`src/rtl/movegen_pkg.sv`:
```
// Shared constants, types and helpers for the sliding-piece move generator.
package movegen_pkg;

    localparam int unsigned ADDR_STEP = 4;
    localparam int unsigned SQ_W      = 8;
    localparam int unsigned MAX_MOVES = 27;
    localparam int unsigned CNT_W     = 5;
    localparam logic [CNT_W-1:0] CNT_LAST = CNT_W'(MAX_MOVES - 1);

    localparam logic signed [1:0] WHITE = 2'sd1;
    localparam logic signed [1:0] BLACK = -2'sd1;
    localparam logic signed [1:0] EMPTY = 2'sd0;

    localparam logic [3:0] RegStart = 4'd0;
    localparam logic [3:0] RegSrc   = 4'd1;
    localparam logic [3:0] RegDest  = 4'd2;
    localparam logic [3:0] RegX     = 4'd3;
    localparam logic [3:0] RegY     = 4'd4;
    localparam logic [3:0] RegMask  = 4'd5;
    localparam logic [3:0] RegRange = 4'd6;

    typedef enum logic [2:0] {
        DirN, DirNe, DirE, DirSe, DirS, DirSw, DirW, DirNw
    } dir_e;

    typedef enum logic [2:0] {
        StIdle, StLoadReq, StLoadWait, StDirSel, StStep, StEval, StWriteReq, StDone
    } state_e;

    typedef struct packed {
        logic signed [3:0] dx;
        logic signed [3:0] dy;
    } delta_t;

    function automatic delta_t dir_delta(input dir_e d);
        delta_t r;
        case (d)
            DirN:    begin r.dx =  4'sd0; r.dy =  4'sd1; end
            DirNe:   begin r.dx =  4'sd1; r.dy =  4'sd1; end
            DirE:    begin r.dx =  4'sd1; r.dy =  4'sd0; end
            DirSe:   begin r.dx =  4'sd1; r.dy = -4'sd1; end
            DirS:    begin r.dx =  4'sd0; r.dy = -4'sd1; end
            DirSw:   begin r.dx = -4'sd1; r.dy = -4'sd1; end
            DirW:    begin r.dx = -4'sd1; r.dy =  4'sd0; end
            default: begin r.dx = -4'sd1; r.dy =  4'sd1; end
        endcase
        return r;
    endfunction

    function automatic logic signed [1:0] colour_of(input logic [SQ_W-1:0] sq);
        if (sq == '0) begin
            return EMPTY;
        end else if (sq[SQ_W-1]) begin
            return BLACK;
        end
        return WHITE;
    endfunction

endpackage

```
`src/rtl/board_buf.sv`:
```
// 64-square board buffer: one synchronous write port fed by the load path and
// two combinational read ports (ray target lookup and successor-board copy).
module board_buf
    import movegen_pkg::*;
(
    input  logic            clk,
    input  logic            we_i,
    input  logic [5:0]      waddr_i,
    input  logic [SQ_W-1:0] wdata_i,
    input  logic [5:0]      raddr_a_i,
    output logic [SQ_W-1:0] rdata_a_o,
    input  logic [5:0]      raddr_b_i,
    output logic [SQ_W-1:0] rdata_b_o
);

    logic [SQ_W-1:0] mem_q [64];

    always_ff @(posedge clk) begin
        if (we_i) begin
            mem_q[waddr_i] <= wdata_i;
        end
    end

    assign rdata_a_o = mem_q[raddr_a_i];
    assign rdata_b_o = mem_q[raddr_b_i];

endmodule

```
`src/rtl/slider_movegen.sv`:
```
// Sliding-piece move generator: loads a board over Avalon-MM, walks the selected
// rays and writes one full successor board per legal move.
module slider_movegen
    import movegen_pkg::*;
(
    input  logic        clk,
    input  logic        rst_n,
    output logic        slave_waitrequest,
    input  logic [3:0]  slave_address,
    input  logic        slave_read,
    output logic [31:0] slave_readdata,
    input  logic        slave_write,
    input  logic [31:0] slave_writedata,
    input  logic        master_waitrequest,
    output logic [31:0] master_address,
    output logic        master_read,
    input  logic [31:0] master_readdata,
    input  logic        master_readdatavalid,
    output logic        master_write,
    output logic [31:0] master_writedata
);

    state_e                state_q, state_d;
    logic [31:0]           src_q, src_d;
    logic [31:0]           dest_q, dest_d;
    logic [2:0]            x_q, x_d;
    logic [2:0]            y_q, y_d;
    logic [7:0]            mask_q, mask_d;
    logic [2:0]            range_q, range_d;
    logic [CNT_W-1:0]      count_q, count_d;
    logic [5:0]            idx_q, idx_d;
    dir_e                  dir_q, dir_d;
    logic [3:0]            dir_next_q, dir_next_d;
    logic signed [3:0]     px_q, px_d;
    logic signed [3:0]     py_q, py_d;
    logic [3:0]            step_q, step_d;
    logic [SQ_W-1:0]       piece_q, piece_d;
    logic                  last_q, last_d;

    logic [5:0]            origin_idx;
    logic [5:0]            tgt_idx;
    logic [3:0]            range_eff;
    logic [SQ_W-1:0]       tgt_sq;
    logic [SQ_W-1:0]       copy_sq;
    logic [SQ_W-1:0]       out_sq;
    logic                  off_board;
    logic                  friendly;
    logic                  ray_end;
    logic                  buf_we;
    delta_t                delta;
    logic                  unused_rdata;

    assign unused_rdata = ^master_readdata[31:SQ_W];

    assign origin_idx = {y_q, x_q};
    assign tgt_idx    = {py_q[2:0], px_q[2:0]};
    assign range_eff  = (range_q == 3'd0) ? 4'd7 : {1'b0, range_q};
    // Coordinates live in -1..8; 8 wraps to -8, so the sign bit alone flags off-board.
    assign off_board  = px_q[3] | py_q[3];
    assign friendly   = colour_of(tgt_sq) == colour_of(piece_q);
    assign ray_end    = off_board || (step_q > range_eff) || friendly;
    assign buf_we     = (state_q == StLoadWait) && master_readdatavalid;
    assign delta      = dir_delta(dir_q);

    board_buf u_board_buf (
        .clk       (clk),
        .we_i      (buf_we),
        .waddr_i   (idx_q),
        .wdata_i   (master_readdata[SQ_W-1:0]),
        .raddr_a_i (tgt_idx),
        .rdata_a_o (tgt_sq),
        .raddr_b_i (idx_q),
        .rdata_b_o (copy_sq)
    );

    always_ff @(posedge clk) begin
        if (!rst_n) begin
            state_q    <= StIdle;
            src_q      <= '0;
            dest_q     <= '0;
            x_q        <= '0;
            y_q        <= '0;
            mask_q     <= '0;
            range_q    <= '0;
            count_q    <= '0;
            idx_q      <= '0;
            dir_q      <= DirN;
            dir_next_q <= '0;
            px_q       <= '0;
            py_q       <= '0;
            step_q     <= '0;
            piece_q    <= '0;
            last_q     <= 1'b0;
        end else begin
            state_q    <= state_d;
            src_q      <= src_d;
            dest_q     <= dest_d;
            x_q        <= x_d;
            y_q        <= y_d;
            mask_q     <= mask_d;
            range_q    <= range_d;
            count_q    <= count_d;
            idx_q      <= idx_d;
            dir_q      <= dir_d;
            dir_next_q <= dir_next_d;
            px_q       <= px_d;
            py_q       <= py_d;
            step_q     <= step_d;
            piece_q    <= piece_d;
            last_q     <= last_d;
        end
    end

    always_comb begin
        state_d = state_q;
        unique case (state_q)
            StIdle: begin
                if (slave_write && slave_address == RegStart) begin
                    state_d = StLoadReq;
                end
            end
            StLoadReq: begin
                if (!master_waitrequest) begin
                    state_d = StLoadWait;
                end
            end
            StLoadWait: begin
                if (master_readdatavalid) begin
                    state_d = (idx_q == 6'd63) ? StDirSel : StLoadReq;
                end
            end
            StDirSel: begin
                if (piece_q == '0 || dir_next_q[3]) begin
                    state_d = StDone;
                end else if (mask_q[dir_next_q[2:0]]) begin
                    state_d = StStep;
                end
            end
            StStep: state_d = StEval;
            StEval: state_d = ray_end ? StDirSel : StWriteReq;
            StWriteReq: begin
                if (!master_waitrequest && idx_q == 6'd63) begin
                    if (count_q == CNT_LAST) begin
                        state_d = StDone;
                    end else if (last_q) begin
                        state_d = StDirSel;
                    end else begin
                        state_d = StStep;
                    end
                end
            end
            StDone: state_d = StIdle;
            default: state_d = StIdle;
        endcase
    end

    always_comb begin
        src_d      = src_q;
        dest_d     = dest_q;
        x_d        = x_q;
        y_d        = y_q;
        mask_d     = mask_q;
        range_d    = range_q;
        count_d    = count_q;
        idx_d      = idx_q;
        dir_d      = dir_q;
        dir_next_d = dir_next_q;
        px_d       = px_q;
        py_d       = py_q;
        step_d     = step_q;
        piece_d    = piece_q;
        last_d     = last_q;
        unique case (state_q)
            StIdle: begin
                if (slave_write) begin
                    case (slave_address)
                        RegStart: begin
                            idx_d      = '0;
                            count_d    = '0;
                            piece_d    = '0;
                            dir_next_d = '0;
                        end
                        RegSrc:   src_d   = slave_writedata;
                        RegDest:  dest_d  = slave_writedata;
                        RegX:     x_d     = slave_writedata[2:0];
                        RegY:     y_d     = slave_writedata[2:0];
                        RegMask:  mask_d  = slave_writedata[7:0];
                        RegRange: range_d = slave_writedata[2:0];
                        default: ;
                    endcase
                end
            end
            StLoadWait: begin
                if (master_readdatavalid) begin
                    if (idx_q == origin_idx) begin
                        piece_d = master_readdata[SQ_W-1:0];
                    end
                    idx_d = idx_q + 6'd1;
                end
            end
            StDirSel: begin
                if (piece_q != '0 && !dir_next_q[3]) begin
                    dir_next_d = dir_next_q + 4'd1;
                    if (mask_q[dir_next_q[2:0]]) begin
                        dir_d  = dir_e'(dir_next_q[2:0]);
                        px_d   = {1'b0, x_q};
                        py_d   = {1'b0, y_q};
                        step_d = '0;
                    end
                end
            end
            StStep: begin
                px_d   = px_q + delta.dx;
                py_d   = py_q + delta.dy;
                step_d = step_q + 4'd1;
            end
            StEval: begin
                if (!ray_end) begin
                    last_d = colour_of(tgt_sq) != EMPTY;
                    idx_d  = '0;
                end
            end
            StWriteReq: begin
                if (!master_waitrequest) begin
                    idx_d = idx_q + 6'd1;
                    if (idx_q == 6'd63) begin
                        count_d = count_q + 1'b1;
                    end
                end
            end
            default: ;
        endcase
    end

    always_comb begin
        master_read      = 1'b0;
        master_write     = 1'b0;
        master_address   = '0;
        master_writedata = '0;
        if (idx_q == origin_idx) begin
            out_sq = '0;
        end else if (idx_q == tgt_idx) begin
            out_sq = piece_q;
        end else begin
            out_sq = copy_sq;
        end
        if (state_q == StLoadReq) begin
            master_read    = 1'b1;
            master_address = src_q + 32'(idx_q) * ADDR_STEP;
        end else if (state_q == StWriteReq) begin
            master_write     = 1'b1;
            master_address   = dest_q + 32'(count_q) * (64 * ADDR_STEP)
                               + 32'(idx_q) * ADDR_STEP;
            master_writedata = {{(32 - SQ_W){out_sq[SQ_W-1]}}, out_sq};
        end
        slave_waitrequest = (state_q != StIdle) &&
                            (slave_write || (slave_read && slave_address == RegStart));
        slave_readdata    = (slave_address == RegStart) ? 32'(count_q) : '0;
    end

endmodule

```
`config.mk`:
```
export PLATFORM = sky130hd
export DESIGN_NAME = slider_movegen
export DESIGN_NICKNAME = d
export VERILOG_FILES = /design/src/rtl/movegen_pkg.sv /design/src/rtl/board_buf.sv /design/src/rtl/slider_movegen.sv
export SDC_FILE = /design/constraint.sdc
export NUM_CORES = 1
export LEC_CHECK = 0
export ABC_AREA = 1
export BUFFER_PORTS_ARGS = -buffer_cell sky130_fd_sc_hd__buf_2
export CELL_PAD_IN_SITES_DETAIL_PLACEMENT = 0
export CELL_PAD_IN_SITES_GLOBAL_PLACEMENT = 1
export CORE_ASPECT_RATIO = 2
export CORE_MARGIN = 4
export CORE_UTILIZATION = 25
export DETAILED_ROUTE_END_ITERATION = 10
export PLACE_DENSITY = 0.57
export SETUP_SLACK_MARGIN = 0.1
export SYNTH_ARGS = -nofsm -noshare
export SYNTH_HDL_FRONTEND = slang
export SYNTH_HIERARCHICAL = 1
export SYNTH_SLANG_ARGS = --single-unit
```
`constraint.sdc`:
```
create_clock -name clk -period 5 [get_ports clk]
set_input_delay 0.25 -clock clk [delete_from_list [all_inputs] [get_ports clk]]
set_output_delay 0.25 -clock clk [all_outputs]
set_load 0.05 [all_outputs]
```
Word-level counts from Yosys, hierarchy flattened:

Memory sizes are Yosys's and may differ from the RTL's. A register that Yosys moved wholly into a read port is not among the register bits.
Index checks and enable logic that the tools add are counted.

* bits in registers: 123
* bits in writable memories: 512
* input bits: 74
* output and inout port bits: 99
* logic and storage cells: 182
* memories: 1

Memories
* u_board_buf.mem_q: words 64, width 8, rd ports 2, clocked after Yosys merged registers in 2, wr ports 1, RTL line board_buf.sv:16 `logic [SQ_W-1:0] mem_q [64];`

* add/sub/neg operators: 9
* order comparisons: 2
* equal/unequal tests: 37
* multiplexer cells: 75
* bitwise operators: 2
* reductions and logical operators: 40

Operator list (number)
* 32-bit two-way mux: 4
* 32-bit by 8-bit adder with 32-bit output: 2
* 8-bit one-hot mux with 7 select lines: 1
* 6-bit two-way mux: 9
* 8-bit two-way mux: 6
* 4-bit two-way mux: 9
* 32-bit by 13-bit adder with 32-bit output: 1
* 4-bit one-hot mux with 2 select lines: 4
* 3-bit two-way mux: 10
* 5-bit two-way mux: 5
* 3-bit one-hot mux with 8 select lines: 1
* 6-bit one-hot mux with 4 select lines: 1
* 3-bit AND reduction: 8
* 2-bit inequality test, second input constant: 11
* 3-bit equality test, second input constant: 7
* 2-bit two-way mux: 10
* 8-bit logical NOT: 2
* 8-bit one-hot mux with 2 select lines: 1
* 5-bit AND reduction: 3
* 3-bit by 2-bit equality test with 1-bit output, second input constant: 4
* 4-bit by 3-bit equality test with 1-bit output, second input constant: 3
* 6-bit equality test: 2
* 1-bit two-way mux: 12
* 5-bit one-hot mux with 2 select lines: 1
* other kinds (29): 48

Logic depth before layout (Yosys ltp):

Gate-level depths: netlist of run 1.

* word-level depth: 11
* gate-level depth with buffers: 23
* gate-level depth less buffers: 20

Cells and area by module:

Netlist of run 1, hierarchy kept.

By module, submodules not included
* board_buf: instances 1, cells each 2992, area each 26465.4 µm², seq. area each 15374.7 µm²
* slider_movegen: instances 1, cells each 1299, area each 8404.3 µm², seq. area each 2462.4 µm²

Worst setup path before layout of run 1:

OpenSTA, ideal clock, no wires.

* path kind: reg-to-output
* start: register idx_q[0]
* end: output port master_writedata[10]
* arrival time: 4373 ps
* data required time: 4750 ps
* path slack: 377 ps
* cell stages (with the launch flop): 15
* buffers on the path: 4
* cell sequence: dfxtp_1 -> buf_6 -> buf_6 -> buf_2 -> nand2_1 -> nand3_1 -> nand3_1 -> nand2_1 -> nand2_1 -> nand3_1 -> nand3_1 -> nand2_1 -> inv_1 -> a211oi_1 -> buf_4

* cells in the longest elaborated chain, start to end: 5
* elaborated cells between the ends (all ways): 6
* those cells by class: eq/ne: 2; mux: 4

Ends and longest elaborated chain
* start, declared: RTL line slider_movegen.sv:31 `logic [5:0] idx_q, idx_d;`
* start signal, assigned: RTL line slider_movegen.sv:103 `idx_q <= idx_d;`
* 6-bit equality test: RTL line slider_movegen.sv:242 `end else if (idx_q == tgt_idx) begin`
* 8-bit two-way mux: RTL line slider_movegen.sv:242
* 8-bit two-way mux *: RTL line slider_movegen.sv:240 `if (idx_q == origin_idx) begin`
* 32-bit two-way mux *: RTL line slider_movegen.sv:250 `end else if (state_q == StWriteReq) begin`
* 32-bit two-way mux *: RTL line slider_movegen.sv:247 `if (state_q == StLoadReq) begin`
* end, declared: RTL line slider_movegen.sv:20 `output logic [31:0] master_writedata`

Mark *: on every way between the ends. The rest lies on a longest branch, timed or not.

Final worst setup path of run 1:

* start: register idx_q[0]
* end: output port master_address[24]

* cells in the longest elaborated chain, start to end: 3
* elaborated cells between the ends (all ways): 4
* those cells by class: add/sub: 2; mux: 2

Ends and longest elaborated chain
* 32-bit by 8-bit adder with 32-bit output: RTL line slider_movegen.sv:253 `+ 32'(idx_q) * ADDR_STEP;`
* 32-bit two-way mux: RTL line slider_movegen.sv:250
* 32-bit two-way mux *: RTL line slider_movegen.sv:247
* end, declared: RTL line slider_movegen.sv:15 `output logic [31:0] master_address,`

Marks and branches as above.

==> impl_metrics.tcl, run 1 <==
set metrics [dict create \
    nNetsFinal 4480 \
    final_area_sq_um 39700 \
    finClkSkew_ps 27.9 \
    synth_ff_type "edfxtp_1" \
    rsz0062_at_grt "false" \
    syn_area_per_cell_sq_um 8.13 \
    htree_levels 2 \
    place_area_sq_um 37400 \
    grt_overflow 0 \
    worst_setup_path_start_kind "flip-flop" \
    timing.rr.end "idx_q[0]" \
    hpwl_mm 100 \
    synth_area_sq_um 34900 \
    vias_per_cell 4.90 \
    route.detailed.drc 0 \
    ys_types 52 \
    synth_edf_count 512 \
    drtAntennaViolNets 0 \
    grt_pass1_wl_mm 213 \
    slew_violations 0 \
    ys_seq_area_frac 0.512 \
    end_kind "output pin" \
    first_global_vias 30717 \
    grt_max_degree 100 \
    crit_chain "ha_1, inv_1, fa_1, o21ai_1, a21boi_1, o21ai_2, nand3_1, nand2_1, nand3_1, nand2_1, buf_2" \
    worstSetupPathType "reg -> out" \
    die_area_sq_um 146000 \
    mostFrequentLayoutCell "nand2_1" \
    maxCapViolCount 0 \
    worstSkewPairLatency_ps 680 \
    initial_utilization 0.252 \
    drt_iter0_drc 2069 \
    status "completed" \
    layout_min_cycle_time_ps 4350 \
    synth_warnings 6 \
    crit_path_max_fanout 14 \
    place.port_buffers 121 \
    ys_ff_latch 635 \
    leakage_nw 15.5 \
    layout-drive-gt1-share 0.0941 \
    cts_buffer_depth 3 \
    fp.dieW_um 272 \
    hp-class "in -> reg" \
    r2r_cells 18 \
    num_vias 30764 \
    rows 193 \
    slowest_delay_ps 600 \
    cp-endpoint "master_address[24]" \
    fin_crit_sh 0.871 \
    r2r_slack_ps 1200 \
    ioPinCount 173 \
    fmax_mhz 230 \
    track_usage 0.198 \
    crit_required_ps 4750 \
    synthCells 4291 \
    ir_drop_uv 283 \
    final_cell_mix "nand2_1, nand3_1, edfxtp_1" \
    core_sq_um 138000 \
    critPathLaunch "idx_q[0]" \
    first_pass_iters 6 \
    pwr_density_cell_nw_per_um2 350 \
    cts_setup_buffers 0 \
    cts.reportedPaths.clkPinSlew_ps 70 \
    finalHoldViolCount 0 \
    cts-buffers-inserted 58 \
    worstMarginPinSlew_ps 1070 \
    tns_ps 0 \
    relSlewSlack 0.282 \
    synthToLayoutAreaGrowth_pct 13.7 \
    die_y_um 536 \
    wire_per_inst_um 23.8 \
    cts_root_buf "clkbuf_16" \
    synth_async_sr_flop_share 0 \
    gp_congestion 0.994 \
    cts_tree "built" \
    cp.arrival_ps 4100 \
    grt_antenna_before_repair 4 \
    rr_startpoint "px_q[1]" \
    slowest_stage "o21ai_2" \
    setup_viol 0 \
    clock-sinks 635 \
    drt_wl_total_mm 149 \
]
[per-layer routing]
metal	vias to the layer above	GRT usage	wire (um)	share of wire
met1	14852	0.192	49300	0.33
li1	14622	-	-	-
met3	296	0.0179	6090	0.041
met2	994	0.397	83300	0.56
met5	-	0	0	0
met4	0	0.119	10600	0.071
[flip-flops by register name (all words and copies together) (netlist names)]
signal / count
piece_q: 8
x_q: 3
src_q: 32
dir_next_q: 4
state_q: 3
dir_q: 3
step_q: 4
range_q: 3
count_q: 5
last_q: 1
u_board_buf/mem_q: 512
idx_q: 6
y_q: 3
px_q: 4
py_q: 4
mask_q: 8
dest_q: 32
[worst min-delay path by stage]
stage,startpoint,end,slack [ps],cells after the start
floorplan,master_readdata[0],u_board_buf/mem_q[0][0],350,0
global route,master_readdatavalid,idx_q[4],130,5
global placement,px_q[3],px_q[3],450,2
CTS,master_readdatavalid,idx_q[4],60,5
detailed placement,px_q[3],px_q[3],450,2
finish,master_readdatavalid,idx_q[4],110,5
[through the flow]
| stage | power (mW) | hold WS (ps) | cells | worst slack, ps | util |
|---|---|---|---|---|---|
| 2_1_floorplan | 8.22 | 349 | 4317 | 377 | - |
| 3_3_place_gp | 9.32 | 451 | 6128 | 1180 | 0.270 |
| 3_5_place_dp | 9.31 | 454 | 6128 | 1200 | 0.270 |
| 6_report | 13.9 | 109 | 6274 | 646 | 0.287 |
| 5_1_grt | 14.5 | 131 | 6273 | 607 | 0.287 |
| 4_1_cts | 14.1 | 56.1 | 6271 | 595 | 0.287 |
[final cells by class]
type	instances	area, sq um
fill	14866	98700
clock buffer	73	1540
inverter	164	641
sequential	635	17900
antenna	3	7.51
multi-input combinational	3209	14600
tap	1852	2320
clock inverter	35	360
timing repair buffer	303	2310
[Yosys cell counts (7+ instances only)]
cell	number	area, sq um
buf_6	53	597
buf_1	19	71.3
nand4_1	49	307
nor2_2	7	43.8
xor2_1	17	149
nor4_1	15	93.8
a211oi_1	11	82.6
nand2_1	1516	5690
nand3_1	936	4680
ha_1	31	388
o21ai_0	136	681
buf_2	122	611
inv_2	11	41.3
clkbuf_1	42	158
xnor2_1	12	105
nor3_1	18	90.1
edfxtp_1	512	15400
buf_4	68	510
o21ai_1	8	40.0
inv_1	150	563
nor2_1	255	957
a21oi_1	119	596
dfxtp_1	123	2460
[critical path, delay by kind of cell (launching register included)]
kind,cells,cell delay (ps)
flops,1,560
compound gates,3,1080
simple gates,4,500
buf+inv,2,390
fa+ha+maj,2,860
[timing repair]
item                      in CTS  in global routing
hold buffers                  35                  0
hold endpoints to repair      84                  0
gates resized for setup        0                  0
[logic make-up after synthesis]
group / Yosys count / share of synthesized area
AND/OR/NAND/NOR: 2816 / 0.346
other: 1 / 0.000108
AO/OA/AOI/OAI: 302 / 0.0465
adder cells (fa/ha/maj): 35 / 0.0134
XOR/XNOR: 29 / 0.00728
flip-flops: 635 / 0.512
buffers and inverters: 473 / 0.0756
[power by group]
part           switching [mW]  internal, mW
sequential              0.125          5.75
combinational            2.43         0.884
clock                    2.19          2.51
Power figures use the tool's default switching activity.
==> inputs of run 2 (changes only) <==
--- a/config.mk
+++ b/config.mk
@@ -5,16 +5,18 @@
 export SDC_FILE = /design/constraint.sdc
 export NUM_CORES = 1
 export LEC_CHECK = 0
-export ABC_AREA = 1
+export ABC_AREA = 0
 export BUFFER_PORTS_ARGS = -buffer_cell sky130_fd_sc_hd__buf_2
 export CELL_PAD_IN_SITES_DETAIL_PLACEMENT = 0
 export CELL_PAD_IN_SITES_GLOBAL_PLACEMENT = 1
 export CORE_ASPECT_RATIO = 2
 export CORE_MARGIN = 4
 export CORE_UTILIZATION = 25
+export CTS_BUF_LIST = sky130_fd_sc_hd__clkbuf_8
 export DETAILED_ROUTE_END_ITERATION = 10
-export PLACE_DENSITY = 0.57
+export PLACE_DENSITY = 0.54
 export SETUP_SLACK_MARGIN = 0.1
+export SLEW_MARGIN = 10
 export SYNTH_ARGS = -nofsm -noshare
 export SYNTH_HDL_FRONTEND = slang
 export SYNTH_HIERARCHICAL = 1
==> run 2 against run 1 <==
Combinational power shrank 91%. Fmax shrank 8.3%. Synthesized cell count shrank 48%. Area after synthesis shrank 7.7%. Critical path depth grew 2. Critical endpoint is now idx_q[2].
==> impl_metrics.tcl, run 2 <==
set metrics [dict create \
    status "completed" \
    hp-class "in -> reg" \
    worstMarginPinSlew_ps 1260 \
    synthMuxAreaShare 0.219 \
    stdcell_count 4186 \
    wire_per_inst_um 26.8 \
    cts-buffers-inserted 92 \
    cts.reportedPaths.clkPinSlew_ps 70 \
    p_sw_mw 2.36 \
    synth_ff_type "edfxtp_1" \
    pwr_density_cell_nw_per_um2 277 \
    syn_area_per_cell_sq_um 14.3 \
    die_area_sq_um 135000 \
    r2r_slack_ps 250 \
    gp_congestion 0.894 \
    cp.arrival_ps 5430 \
    synth_fa_ha_area_frac 0.0145 \
    finalHoldViolCount 0 \
    cts_buffer_depth 3 \
    grt-busiest-layer "met2" \
    leakage_nw 11.4 \
    tns_ps 0 \
    ys_seq_area_frac 0.554 \
    dp_cells 3972 \
    synth_edf_count 512 \
    track_usage 0.165 \
    combPwrFrac 0.029 \
    clock-sinks 635 \
    end_kind "flip-flop" \
    worstSetupPathType "reg -> reg" \
    grt_antenna_before_repair 6 \
    grtUsageMet2 0.318 \
    synth_top_area_frac 0.478 \
    fmax_mhz 211 \
    synth_top_family_by_area "multiplexers" \
    drt_iter0_drc 1317 \
    power_mw 10.2 \
    first_global_vias 22549 \
    cts_root_buf "clkbuf_8" \
    min_delay_path_depth 4 \
    layout-drive-gt1-share 0.253 \
    synth_compound_area_frac 0.0729 \
    htree_levels 3 \
    drtAntennaViolNets 0 \
    first_pass_iters 6 \
    initial_utilization 0.252 \
    synth_warnings 6 \
    synth_area_leader_cell "edfxtp_1" \
    place_ws_ps 375 \
    use_met3 0.0272 \
    slew_violations 0 \
    synthTopCellsByArea "edfxtp_1, mux4_2, dfxtp_1, mux2i_1, nand2_1" \
    internal_power_mw 7.85 \
    synthToLayoutAreaGrowth_pct 14.8 \
    synth_area_sq_um 32200 \
    p_sw_frac 0.231 \
    crit_required_ps 5680 \
    core_sq_um 128000 \
    relSlewSlack 0.160 \
    nNetsFinal 2532 \
    drt_wl_total_mm 112 \
    setup_viol 0 \
    num_vias 20954 \
    vias_per_cell 5.01 \
    worst_setup_path_start_kind "flip-flop" \
    synthCells 2248 \
    die_y_um 515 \
    grt_overflow 0 \
    seq_power_share 0.560 \
    synth_xor_area_frac 0.0172 \
    grt_pass1_wl_mm 160 \
    layout_min_cycle_time_ps 4750 \
    route.detailed.drc 0 \
    ioPinCount 173 \
    mostFrequentLayoutCell "edfxtp_1" \
    grt_max_degree 66 \
    rows 185 \
    finClkSkew_ps 33.7 \
    place.port_buffers 121 \
    fin_crit_sh 0.949 \
    ys_types 77 \
    p_clk_frac 0.411 \
    ys_ff_latch 635 \
    regMostFlops "u_board_buf/mem_q" \
    synth_async_sr_flop_share 0 \
    hpwl_mm 81.2 \
    cts_tree "built" \
    met1_usage 0.147 \
    maxCapViolCount 0 \
    ir_drop_uv 134 \
    rsz0062_at_grt "false" \
    fin_ws_ps 253 \
    r2r_cells 13 \
    worstSkewPairLatency_ps 760 \
    yosys-top-cells-count "edfxtp_1, mux4_2, nand2_1, nor2_1, dfxtp_1" \
    final_cell_mix "edfxtp_1, mux4_2, nand2_1" \
    synthSimpleGateAreaFrac 0.0859 \
    yosysMostFrequentCell "edfxtp_1" \
    reg_top3 "u_board_buf/mem_q x512, dest_q x32, src_q x32" \
    largest_register_ffs 512 \
    crit_path_max_fanout 21 \
    fp.dieW_um 262 \
]
run 2: changes by cell type in the layout (fill, tap and decap cells not counted), moves of 32 or more:
| cell | change |
|---|---|
| a21boi_0 | +81 |
| mux2i_1 | +91 |
| nand3_1 | -879 |
| nand2_1 | -1276 |
| o21ai_0 | -93 |
| buf_4 | -49 |
| clkbuf_16 | -59 |
| mux4_2 | +272 |
| a21oi_1 | -90 |
| nor2b_1 | +32 |
| inv_1 | -103 |
| nor2_1 | -121 |
| clkbuf_8 | +96 |
run 2: path summary, 6_finish.rpt:
check              startpoint          to
min reg2reg         dest_q[5]   dest_q[5]
min          slave_address[0]  range_q[1]
max reg2reg           px_q[1]    idx_q[2]
max                   px_q[1]    idx_q[2]
run 2: cell type report:
cell class              instances  area [sq um]
inverters                      30           113
clock buffers                  97          1340
well taps                    1683          2110
repair buffers                247          1740
diodes                          3          7.51
clock inverters                74           452
multi-input cells            1417         13300
flip-flops and latches        635         17900
fillers                     12843         90600
run 2: critical path: stages, from the launching register on:
cell,delay [ps]
dfxtp_4,660
buf_4,330
mux4_2,330
mux2i_1,710
o21ai_0,270
nand3_1,220
nand2_1,80
nor4_1,540
buf_4,230
o211ai_1,150
a221oi_4,370
nor3_2,120
or4b_1,520
nand2_1,80
run 2: kinds of logic (layout without fill, tap and decap cells):
group                    count (synthesis)  in the layout
flip-flops                             635            635
XOR/XNOR                                63             63
buffers and inverters                  222            448
AND/OR/NAND/NOR                        594            594
adder cells (fa/ha/maj)                 35             35
multiplexers                           365            365
AO/OA/AOI/OAI                          333            333
other                                    1             30
run 2: through the flow:
step | cell area, sq um | util | hold slack [ps]
after floorplan | 32300 | - | 349
after detailed placement | 34700 | 0.272 | 468
after global placement | 34700 | 0.272 | 457
final | 36900 | 0.289 | 57.3
after global routing | 36900 | 0.289 | 69.4
after CTS | 36900 | 0.289 | 3.55
run 2: per-layer routing:
| metal | up-vias | part of all wire |
|---|---|---|
| met1 | 10775 | 0.30 |
| met5 | - | 0.00049 |
| met4 | 8 | 0.096 |
| li1 | 9138 | - |
| met2 | 741 | 0.56 |
| met3 | 292 | 0.044 |
run 2: repair_timing:
item / 4_1_cts / 5_1_grt
endpoints found under the hold margin: 95 / 0
endpoints found under the setup margin: 0 / 25
gates resized for setup: 0 / 1
hold buffers: 40 / 0
setup buffers: 0 / 0
run 2: power by group through the flow:
stage	combinational [mW]	clock (mW)	sequential (mW)
2_1_floorplan	0.139	0	5.83
3_3_place_gp	0.269	0	5.83
3_5_place_dp	0.276	0	5.83
4_1_cts	0.302	4.36	5.72
5_1_grt	0.320	4.56	5.71
6_report	0.298	4.20	5.72
